## config.mk

```make
export PLATFORM = sky130hd
export DESIGN_NAME = miner_host_master
export DESIGN_NICKNAME = d
export VERILOG_FILES = /design/src/rtl/miner_pkg.sv /design/src/rtl/miner_host_master_counter.sv /design/src/rtl/miner_host_master.sv
export SDC_FILE = /design/constraint.sdc
export NUM_CORES = 2
export LEC_CHECK = 0
export ABC_AREA = 1
export CORE_AREA = 2 2 375 377
export DETAILED_ROUTE_END_ITERATION = 6
export DIE_AREA = 0 0 377 379
export GPL_ROUTABILITY_DRIVEN = 0
export PLACE_DENSITY = 0.62
export SETUP_SLACK_MARGIN = 0.5
export SYNTH_ARGS = -nofsm -noshare
export SYNTH_HDL_FRONTEND = slang
export SYNTH_SLANG_ARGS = --single-unit
```

## constraint.sdc

```tcl
create_clock -name clk -period 6.8 [get_ports clk]
set_input_delay 1.02 -clock clk [delete_from_list [all_inputs] [get_ports clk]]
set_output_delay 1.02 -clock clk [all_outputs]
set_load 0.02 [all_outputs]
```

## src/rtl/miner_pkg.sv

```systemverilog
// Shared definitions for the miner host master: register map, word counts,
// FSM state encoding and bus-word helpers.
package miner_pkg;

   // Register map of the miner slave
   localparam logic [4:0]  CTRL_ADDR    = 5'd1;
   localparam logic [4:0]  TGT_BASE     = 5'd2;
   localparam logic [4:0]  MSG_BASE     = 5'd11;

   // Job geometry in 32-bit words
   localparam int          TGT_WORDS    = 8;
   localparam int          MSG_WORDS    = 19;
   localparam logic [4:0]  TGT_LAST     = 5'd7;
   localparam logic [4:0]  MSG_LAST     = 5'd18;

   // Control register values: clear, then raise newTarget and newMsg together
   localparam logic [31:0] CTRL_CLR_VAL = 32'd0;
   localparam logic [31:0] CTRL_SET_VAL = 32'd3;

   typedef enum logic [3:0] {
      IDLE      = 4'd0,
      WR_TGT    = 4'd1,
      WR_MSG    = 4'd2,
      CTRL_CLR  = 4'd3,
      CTRL_SET  = 4'd4,
      POLL_WAIT = 4'd5,
      POLL_RD   = 4'd6,
      NONCE_RD  = 4'd7,
      RESULT    = 4'd8
   } state_e;

   // One cycle of master bus activity
   typedef struct packed {
      logic        cs;
      logic        wr;
      logic        rd;
      logic [4:0]  addr;
      logic [31:0] wdata;
   } bus_t;

   function automatic bus_t bus_write(input logic [4:0] addr, input logic [31:0] data);
      bus_t b;
      b.cs    = 1'b1;
      b.wr    = 1'b1;
      b.rd    = 1'b0;
      b.addr  = addr;
      b.wdata = data;
      return b;
   endfunction

   function automatic bus_t bus_read(input logic [4:0] addr);
      bus_t b;
      b.cs    = 1'b1;
      b.wr    = 1'b0;
      b.rd    = 1'b1;
      b.addr  = addr;
      b.wdata = 32'd0;
      return b;
   endfunction

endpackage

```

## src/rtl/miner_host_master_counter.sv

```systemverilog
// Free-running up-counter with synchronous clear; used as the poll-gap timer.
module miner_host_master_counter #(
   parameter int WIDTH = 4
) (
   input  logic             clk,
   input  logic             n_rst,
   input  logic             clr,
   input  logic             en,
   output logic [WIDTH-1:0] count
);

   logic [WIDTH-1:0] count_q;
   logic [WIDTH-1:0] count_d;

   // Clear has priority over increment
   always_comb begin
      if (clr) begin
         count_d = '0;
      end else if (en) begin
         count_d = count_q + WIDTH'(1);
      end else begin
         count_d = count_q;
      end
   end

   // Count register with synchronous active-low reset
   always_ff @(posedge clk) begin
      if (!n_rst) begin
         count_q <= '0;
      end else begin
         count_q <= count_d;
      end
   end

   assign count = count_q;

endmodule

```

## src/rtl/miner_host_master.sv

```systemverilog
// Host-side bus master for the miner core: loads a job (target + message)
// into the slave's register file, kicks the control register, polls the
// status word and returns found/nonce over a valid/ready handshake.
// Bus outputs are registered and are derived from the next state, so the
// registered state always names the access currently on the bus.
module miner_host_master
   import miner_pkg::*;
#(
   parameter int         POLL_GAP    = 4,
   parameter logic [4:0] STATUS_ADDR = 5'd0,
   parameter logic [4:0] NONCE_ADDR  = 5'd10
) (
   input  logic         clk,
   input  logic         n_rst,
   input  logic         job_valid,
   output logic         job_ready,
   input  logic [255:0] job_target,
   input  logic [607:0] job_msg,
   output logic         res_valid,
   input  logic         res_ready,
   output logic         res_found,
   output logic [31:0]  res_nonce,
   input  logic         abort,
   output logic [4:0]   master_addr,
   output logic [31:0]  master_writedata,
   output logic         master_write,
   output logic         master_read,
   output logic         master_chipselect,
   input  logic [31:0]  master_readdata
);

   localparam int               GAP_W    = (POLL_GAP < 2) ? 1 : $clog2(POLL_GAP);
   localparam logic [GAP_W-1:0] GAP_LAST = GAP_W'(POLL_GAP - 1);

   state_e            state_q, state_d;
   logic [4:0]        wcnt_q, wcnt_d;
   logic              rd_phase_q, rd_phase_d;     // 0: read strobe, 1: data cycle
   logic              abort_path_q, abort_path_d; // CTRL_CLR entered by abort
   logic [7:0][31:0]  tgt_q, tgt_d;
   logic [18:0][31:0] msg_q, msg_d;
   logic              res_found_q, res_found_d;
   logic [31:0]       res_nonce_q, res_nonce_d;
   logic              job_ready_q, job_ready_d;
   logic              res_valid_q, res_valid_d;
   bus_t              bus_q, bus_d;

   logic              abort_hit_s;
   logic              gap_clr_s;
   logic              gap_en_s;
   logic [GAP_W-1:0]  gap_cnt_s;
   logic [4:0]        msg_idx_s;

   // Poll-gap timer: restarts on every entry into POLL_WAIT
   assign gap_clr_s = (state_d == POLL_WAIT) && (state_q != POLL_WAIT);
   assign gap_en_s  = (state_q == POLL_WAIT);

   miner_host_master_counter #(
      .WIDTH (GAP_W)
   ) u_gap_cnt (
      .clk   (clk),
      .n_rst (n_rst),
      .clr   (gap_clr_s),
      .en    (gap_en_s),
      .count (gap_cnt_s)
   );

   // Abort applies outside IDLE, is not re-taken while the abort write is
   // on the bus, and yields to a completing result handshake.
   assign abort_hit_s = abort
                        && (state_q != IDLE)
                        && !abort_path_q
                        && !((state_q == RESULT) && res_ready);

   // Next-state, job capture and result latching
   always_comb begin
      state_d      = state_q;
      wcnt_d       = wcnt_q;
      rd_phase_d   = rd_phase_q;
      abort_path_d = abort_path_q;
      tgt_d        = tgt_q;
      msg_d        = msg_q;
      res_found_d  = res_found_q;
      res_nonce_d  = res_nonce_q;
      if (abort_hit_s) begin
         state_d      = CTRL_CLR;
         wcnt_d       = 5'd0;
         rd_phase_d   = 1'b0;
         abort_path_d = 1'b1;
         res_found_d  = 1'b0;
         res_nonce_d  = 32'd0;
      end else begin
         case (state_q)
            IDLE: begin
               if (job_valid && job_ready_q) begin
                  tgt_d   = job_target;
                  msg_d   = job_msg;
                  wcnt_d  = 5'd0;
                  state_d = WR_TGT;
               end else begin
                  state_d = IDLE;
               end
            end
            WR_TGT: begin
               if (wcnt_q >= TGT_LAST) begin
                  wcnt_d  = 5'd0;
                  state_d = WR_MSG;
               end else begin
                  wcnt_d  = wcnt_q + 5'd1;
               end
            end
            WR_MSG: begin
               if (wcnt_q >= MSG_LAST) begin
                  wcnt_d       = 5'd0;
                  abort_path_d = 1'b0;
                  state_d      = CTRL_CLR;
               end else begin
                  wcnt_d       = wcnt_q + 5'd1;
               end
            end
            CTRL_CLR: begin
               if (abort_path_q) begin
                  abort_path_d = 1'b0;
                  state_d      = IDLE;
               end else begin
                  state_d      = CTRL_SET;
               end
            end
            CTRL_SET: begin
               state_d = POLL_WAIT;
            end
            POLL_WAIT: begin
               if (gap_cnt_s >= GAP_LAST) begin
                  rd_phase_d = 1'b0;
                  state_d    = POLL_RD;
               end else begin
                  state_d    = POLL_WAIT;
               end
            end
            POLL_RD: begin
               if (!rd_phase_q) begin
                  rd_phase_d = 1'b1;
               end else begin
                  rd_phase_d = 1'b0;
                  if (!master_readdata[0]) begin
                     state_d     = POLL_WAIT;
                  end else if (master_readdata[1]) begin
                     res_found_d = 1'b1;
                     state_d     = NONCE_RD;
                  end else begin
                     res_found_d = 1'b0;
                     res_nonce_d = 32'd0;
                     state_d     = RESULT;
                  end
               end
            end
            NONCE_RD: begin
               if (!rd_phase_q) begin
                  rd_phase_d  = 1'b1;
               end else begin
                  rd_phase_d  = 1'b0;
                  res_nonce_d = master_readdata;
                  state_d     = RESULT;
               end
            end
            RESULT: begin
               if (res_ready) begin
                  res_found_d = 1'b0;
                  res_nonce_d = 32'd0;
                  state_d     = IDLE;
               end else begin
                  state_d     = RESULT;
               end
            end
            default: begin
               wcnt_d       = 5'd0;
               rd_phase_d   = 1'b0;
               abort_path_d = 1'b0;
               state_d      = IDLE;
            end
         endcase
      end
   end

   assign job_ready_d = (state_d == IDLE);
   assign res_valid_d = (state_d == RESULT);
   assign msg_idx_s   = (wcnt_d <= MSG_LAST) ? wcnt_d : 5'd0;

   // Bus access for the next state; counters outside their range never drive the bus
   always_comb begin
      bus_d = '0;
      case (state_d)
         WR_TGT: begin
            if (wcnt_d <= TGT_LAST) begin
               bus_d = bus_write(TGT_BASE + wcnt_d, tgt_d[wcnt_d[2:0]]);
            end else begin
               bus_d = '0;
            end
         end
         WR_MSG: begin
            if (wcnt_d <= MSG_LAST) begin
               bus_d = bus_write(MSG_BASE + wcnt_d, msg_d[msg_idx_s]);
            end else begin
               bus_d = '0;
            end
         end
         CTRL_CLR: bus_d = bus_write(CTRL_ADDR, CTRL_CLR_VAL);
         CTRL_SET: bus_d = bus_write(CTRL_ADDR, CTRL_SET_VAL);
         POLL_RD: begin
            if (!rd_phase_d) begin
               bus_d = bus_read(STATUS_ADDR);
            end else begin
               bus_d = '0;
            end
         end
         NONCE_RD: begin
            if (!rd_phase_d) begin
               bus_d = bus_read(NONCE_ADDR);
            end else begin
               bus_d = '0;
            end
         end
         default: bus_d = '0;
      endcase
   end

   // FSM state, captured job and all registered outputs
   always_ff @(posedge clk) begin
      if (!n_rst) begin
         state_q      <= IDLE;
         wcnt_q       <= 5'd0;
         rd_phase_q   <= 1'b0;
         abort_path_q <= 1'b0;
         tgt_q        <= '0;
         msg_q        <= '0;
         res_found_q  <= 1'b0;
         res_nonce_q  <= 32'd0;
         job_ready_q  <= 1'b1;
         res_valid_q  <= 1'b0;
         bus_q        <= '0;
      end else begin
         state_q      <= state_d;
         wcnt_q       <= wcnt_d;
         rd_phase_q   <= rd_phase_d;
         abort_path_q <= abort_path_d;
         tgt_q        <= tgt_d;
         msg_q        <= msg_d;
         res_found_q  <= res_found_d;
         res_nonce_q  <= res_nonce_d;
         job_ready_q  <= job_ready_d;
         res_valid_q  <= res_valid_d;
         bus_q        <= bus_d;
      end
   end

   assign job_ready         = job_ready_q;
   assign res_valid         = res_valid_q;
   assign res_found         = res_found_q;
   assign res_nonce         = res_nonce_q;
   assign master_addr       = bus_q.addr;
   assign master_writedata  = bus_q.wdata;
   assign master_write      = bus_q.wr;
   assign master_read       = bus_q.rd;
   assign master_chipselect = bus_q.cs;

endmodule

```

Word level (Yosys, flattened, before mapping):

Index checks and enable logic that the tools add are counted.
Widths: inputs -> output; s select.

* add/subtract/negate cells: 4
* multiply operators: 0
* divide/modulo/power cells: 0
* order comparisons: 7
* equal/unequal tests: 24
* shifts and indexed selects: 0
* muxes and demuxes: 51
* bitwise operators: 1
* reductions and logical operators: 22

Operator list (count)
* $mux 608: 3
* $mux 256: 3
* $pmux 40 s6: 1
* $mux 32: 7
* $bmux 32 s5: 1
* $mux 40: 4
* $bmux 32 s3: 1
* $pmux 32 s3: 1
* $pmux 4 s9: 1
* $eq 4x3->1 const B: 8
* $mux 4: 8
* $mux 5: 5
* $pmux 5 s4: 1
* $eq 4x2->1 const B: 4
* $reduce_or 6->1: 2
* $mux 1: 10
* $ne 2x2->1 const B: 5
* $eq 4x1->1 const B: 2
* $eq 4x4->1 const B: 2
* $logic_not 4->1: 2
* $reduce_or 7->1: 1
* $logic_and 1x1->1: 6
* $lt 5x6->1 const B: 1
* $reduce_and 6->1: 1
* other kinds (25): 29

* register bits after elaboration: 952
* latch bits: 0
* bits in writable memories: 0
* memory bits (read-only): 0
* output and inout port bits: 75
* logic and storage cells: 150
* memories kept: 0

Depth between registers and ports, before layout:

* depth in word-level cells: 11
* depth in mapped cells: 29
* mapped depth without buffers: 25

Hierarchy:

From an unflattened synthesis, not the netlist that was laid out.

* cells, all modules: 5690
* area, all modules: 43187.7 µm²

By module, submodules not included
* miner_host_master: times used 1, cells an instance 5675, area each 43086.3 µm²
* miner_host_master_counter: times used 1, cells an instance 15, area each 101.3 µm²

Least setup slack after synthesis:

Ideal clock, no wire load.

* kind: input to register
* start point: in res_ready
* end point: reg bus_q, in the netlist master_writedata[11]
* setup time: 0.132 ns
* arrival: 3.673 ns
* data required time: 6.668 ns
* path slack: 2.995 ns
* stages on the path: 22
* buffers on the path: 2
* cell sequence: nand4_2 > a21oi_4 > inv_1 > nor2_2 > clkinv_1 > clkbuf_1 > ha_1 > nand3_1 > nand2_2 > inv_2 > nand2_2 > nand2_4 > inv_2 > nor2_4 > buf_4 > nand2_1 > nand2_1 > inv_1 > nand2_1 > nand2_1 > nand2_1 > a21oi_1

* longest elaborated chain between the ends: 10
* elaborated cells on any way between the ends: 25
* classes of those cells: order compare: 2; eq/ne: 6; mux: 14; reduce/logical: 3

RTL lines
* start: declaration: line miner_host_master.sv:20 `input logic res_ready,`
* $logic_and 1x1->1: line miner_host_master.sv:72 `&& !((state_q == RESULT) && res_ready);`
* $logic_not 1->1: line miner_host_master.sv:72
* $logic_and 1x1->1: line miner_host_master.sv:72
* $mux 5: line miner_host_master.sv:84 `if (abort_hit_s) begin`
* $le 5x5->1: line miner_host_master.sv:186, miner_host_master.sv:200
* $mux 5: line miner_host_master.sv:186 `assign msg_idx_s = (wcnt_d <= MSG_LAST) ? wcnt_d : 5'd0;`
* $bmux 32 s5: line miner_host_master.sv:201 `bus_d = bus_write(MSG_BASE + wcnt_d, msg_d[msg_idx_s]);`
* $mux 32 (implied by the code): line miner_host_master.sv:201
* $mux 40: line miner_host_master.sv:200 `if (wcnt_d <= MSG_LAST) begin`
* $pmux 40 s6 *: line miner_host_master.sv:191 `case (state_d)`
* end signal: assignment: line miner_host_master.sv:251 `bus_q <= bus_d;`
* end: declaration: line miner_host_master.sv:45 `bus_t bus_q, bus_d;`

Mark *: on every way between the ends. The rest lies on a longest branch, timed or not. The select of a mux whose other input is x is not followed.
A chain may end at the register's enable or synchronous reset.

Final worst setup path:

* start point: in res_ready
* end point: reg bus_q, in the netlist master_writedata[23]

The elaborated chain is that of the path after synthesis.

==> results.md <==
* Status: finished, final reports clean
* Starting Density at 31.4%
* Sequential share of power at 24.8%
* Multiplexer area fraction after synthesis at ~16%
* Power Dens Cells at ~500 nW/um^2
* GR Util met1 at between 30% and 40%
* Top-area cell type share of the netlist area at 43.7%
* Cell Int Power at between 15 and 20 mW
* RR Startpoint: state_q[1]
* FFs w/ async S/R, synth at 0%
* Mapped Area at about 44000 um^2
* Worst-margin pin slew at 1.23 ns
* Worst Setup End Kind: flop
* Final number of setup-violating endpoints at 0
* Max-cap check violation count at 0
* Die height at 379 um
* Clock Tree Buf Depth at 3
* Min Hold Slack at about 0.46 ns
* R2r setup slk at between 2 and 2.5 ns
* Largest net degree at the start of global routing at 231
* Total Wirelength at between 150 and 200 mm
* Gr ovfl total at 0
* Post-synthesis share of cell area spent on and, or, nand and nor gates at 29.0%
* Core ar. at 139000 um^2
* Crit Path Max Fanout at 43
* Drt pass-1 iters at 6
* Synth area leaders: dfxtp_1, mux2i_1, nand2_1
* Final Cell Area at 58500 um^2
* Via density at between 4 and 5
* Setup CP Type: in2reg
* Initial antenna violation count at 72
* Synth warn at 0
* Root Buffer: clkbuf_16
* R2r worst-path depth at 22
* Most crowded layer after global routing: met2
* CP required at approximately 7.3 ns
* Drt first-iter violations at ~4.1k
* Final #Nets at 7447
* Comb pwr share at 54.0%
* Synth Register Bits at 952
* TNS Setup at 0 ns
* Post-DP HPWL at 149 mm
* Final period utilization at approximately 67%
* Clock Sinks at 952
* Net Switching at 13.6 mW
* Rel. slew slack at ~18%
* Final count of hold timing violations at 0
* Finished Layout Cells at 8486
* Hold Path Class: reg2reg
* Layout cell share with drive strength beyond 1 at 5.89%
* Row count at 137
* Fmax at 219 MHz
* I/O Buffers at a little under 1k
* Startpoint Class: input pin
* Die Wd at between 300 and 400 um
* GR Util met3 at 5.86%
* CTS tree: built
* P_leak at 25.2 nW
* Clock skew at about 0.031 ns
* Syn avg cell area at around 7.5 um^2
* Post-synth cell types at 43
* Max Slew Vio Count at 0
* Mapped Cells at slightly below 6k
* Total GRT Usage at 26.6%
* Clock latency on the worst-skew pair at about 0.74 ns
* Setup slack after layout at about 2.2 ns
* Total die area at 143000 um^2
* Compound-Gate Fraction of Synth Area at 4.89%
* Commonest non-fill, non-tap cells in the layout: nand2_1, clkdlybuf4s50_1, dfxtp_1, nor2_1, mux2i_1
* Io pins at 976
* Synth-to-Final Area Change at 34.3%
* Hold Path End: res_nonce[3]
* Most common cell after layout, fill and taps aside: nand2_1
* Setup slack at placement at roughly 1.5 ns
* Vias post-DR at 41.9k
* CTS clk-pin slew, worst paths at roughly 0.06 ns
* Clk network pwr share at a little over a fifth
* EDFF count, synth at 0
* Largest family of logic cells by synthesized area: simple AND/OR/NAND/NOR gates
* First-pass GRT wire length at 278 mm
* Area leader, netlist: dfxtp_1
* Wire per inst at 23.5 um
* CTS Hold Bufs at 0
* Residual DRC at 0
* Synth Area in XOR/XNOR at 0.100%
* Placed instance count at 8232
* Adder-cell share of the synthesized area at less than 1%
* Min Clock Period, post-route at 4.56 ns
* Postcts setup bufs at 0
* Routed Antenna Nets at 0
* Met2 Use GR at 43.4%
* Top_reg_cell synth: dfxtp_1
* VDD IR max at 0.290 mV
* RSZ-0062 raised after global routing: false
* Vias in the first global route at around 40k
* H-tree depth at 3
* RR Endpoint: master_writedata[23]
* Switching Share at 46.5%
* Hold-critical path depth at 2
* Cts repair resizes at 0
* Post-synthesis sequential area ratio at 43.7%
* Syn nets at 6695
* WP data arrival at 5.10 ns
* Placed inst area at approximately 55000 um^2
* TritonCTS buffer count at 110
* Hold path start: res_nonce[3]
per-layer routing:
metal,up-vias,share of wire [%]
li1,20100,-
met1,19800,41
met2,1718,47
met3,337,7.2
met4,28,4.3
met5,-,0.10
cell type report:
type	count	area (um^2)
Clock inverter	38	551
Tap cell	1807	2260
Multi-Input combinational cell	4218	22000
Timing Repair Buffer	1046	10500
Sequential cell	952	19100
Inverter	209	802
Clock buffer	159	3200
Antenna cell	57	143
Fill cell	14000	80300
critical path, cell delays in order:
cell             delay [ns]
clkdlybuf4s50_1        0.51
nand4_2                0.17
a21oi_4                0.30
inv_1                  0.12
nor2_4                 0.12
clkinv_1               0.13
ha_1                   0.22
nand3_1                0.17
nand2_2                0.17
inv_2                  0.13
nand2_2                0.14
nand2_8                0.30
buf_4                  0.44
nand2_1                0.09
nand3_1                0.11
nand3_1                0.28
nand2_1                0.27
nand2_1                0.15
nand2_1                0.14
a21oi_1                0.07
cell usage after synthesis (all sizes together), types with 7 or more instances:
cell type and number:
clkbuf 194, o21ai 144, nor3 7, nand3 431, o21a 60, mux2i 702
inv 208, nor2 892, ha 9, nand2 1673, or2 110, dfxtp 952
buf 212, a21oi 165
power by group through the flow:
stage	registers [mW]	logic (mW)	clock network (mW)
after floorplan	7.27	9.84	0
after global placement	7.33	15.7	0
after detailed placement	7.35	15.6	0
after CTS	7.24	15.7	6.31
after global routing	7.32	17.2	6.53
final	7.22	15.8	6.18
registers in the layout, summed over array words and instances (netlist names):
signal,count
abort_path_q,1
master_read,1
job_ready,1
master_addr,5
master_writedata,32
state_q,4
res_found,1
wcnt_q,5
master_chipselect,1
u_gap_cnt.count,2
master_write,1
msg_q,608
res_valid,1
rd_phase_q,1
tgt_q,256
res_nonce,32
through the flow:
| stage | total power [mW] | util (%) |
|---|---|---|
| 5_1_grt | 31.0 | 42.2 |
| 4_1_cts | 29.3 | 42.1 |
| 2_1_floorplan | 17.1 | - |
| 3_5_place_dp | 23.0 | 39.4 |
| 6_report | 29.2 | 42.2 |
| 3_3_place_gp | 23.0 | 39.4 |
cell families (layout without fill, tap and decap cells):
family	Yosys count	after routing
adders and majority gates	9	9
buffers and inverters	615	1452
xor gates and xnor gates	5	5
AOI/OAI and AO/OA	384	384
DFF	952	952
other	0	57
and+or+nand+nor	3118	3118
muxes	702	702
worst max path at each step:
stage	start	end	slack, ns	cells past startpoint
after global routing	res_ready	master_writedata[23]	2.01	20
after floorplan	res_ready	master_writedata[11]	2.99	22
after CTS	job_valid	master_writedata[30]	2.25	14
final	res_ready	master_writedata[23]	2.24	20
after detailed placement	job_valid	master_writedata[30]	1.52	14
after global placement	res_ready	master_writedata[23]	1.61	20
Note: power is estimated with default switching activity, not from simulation.
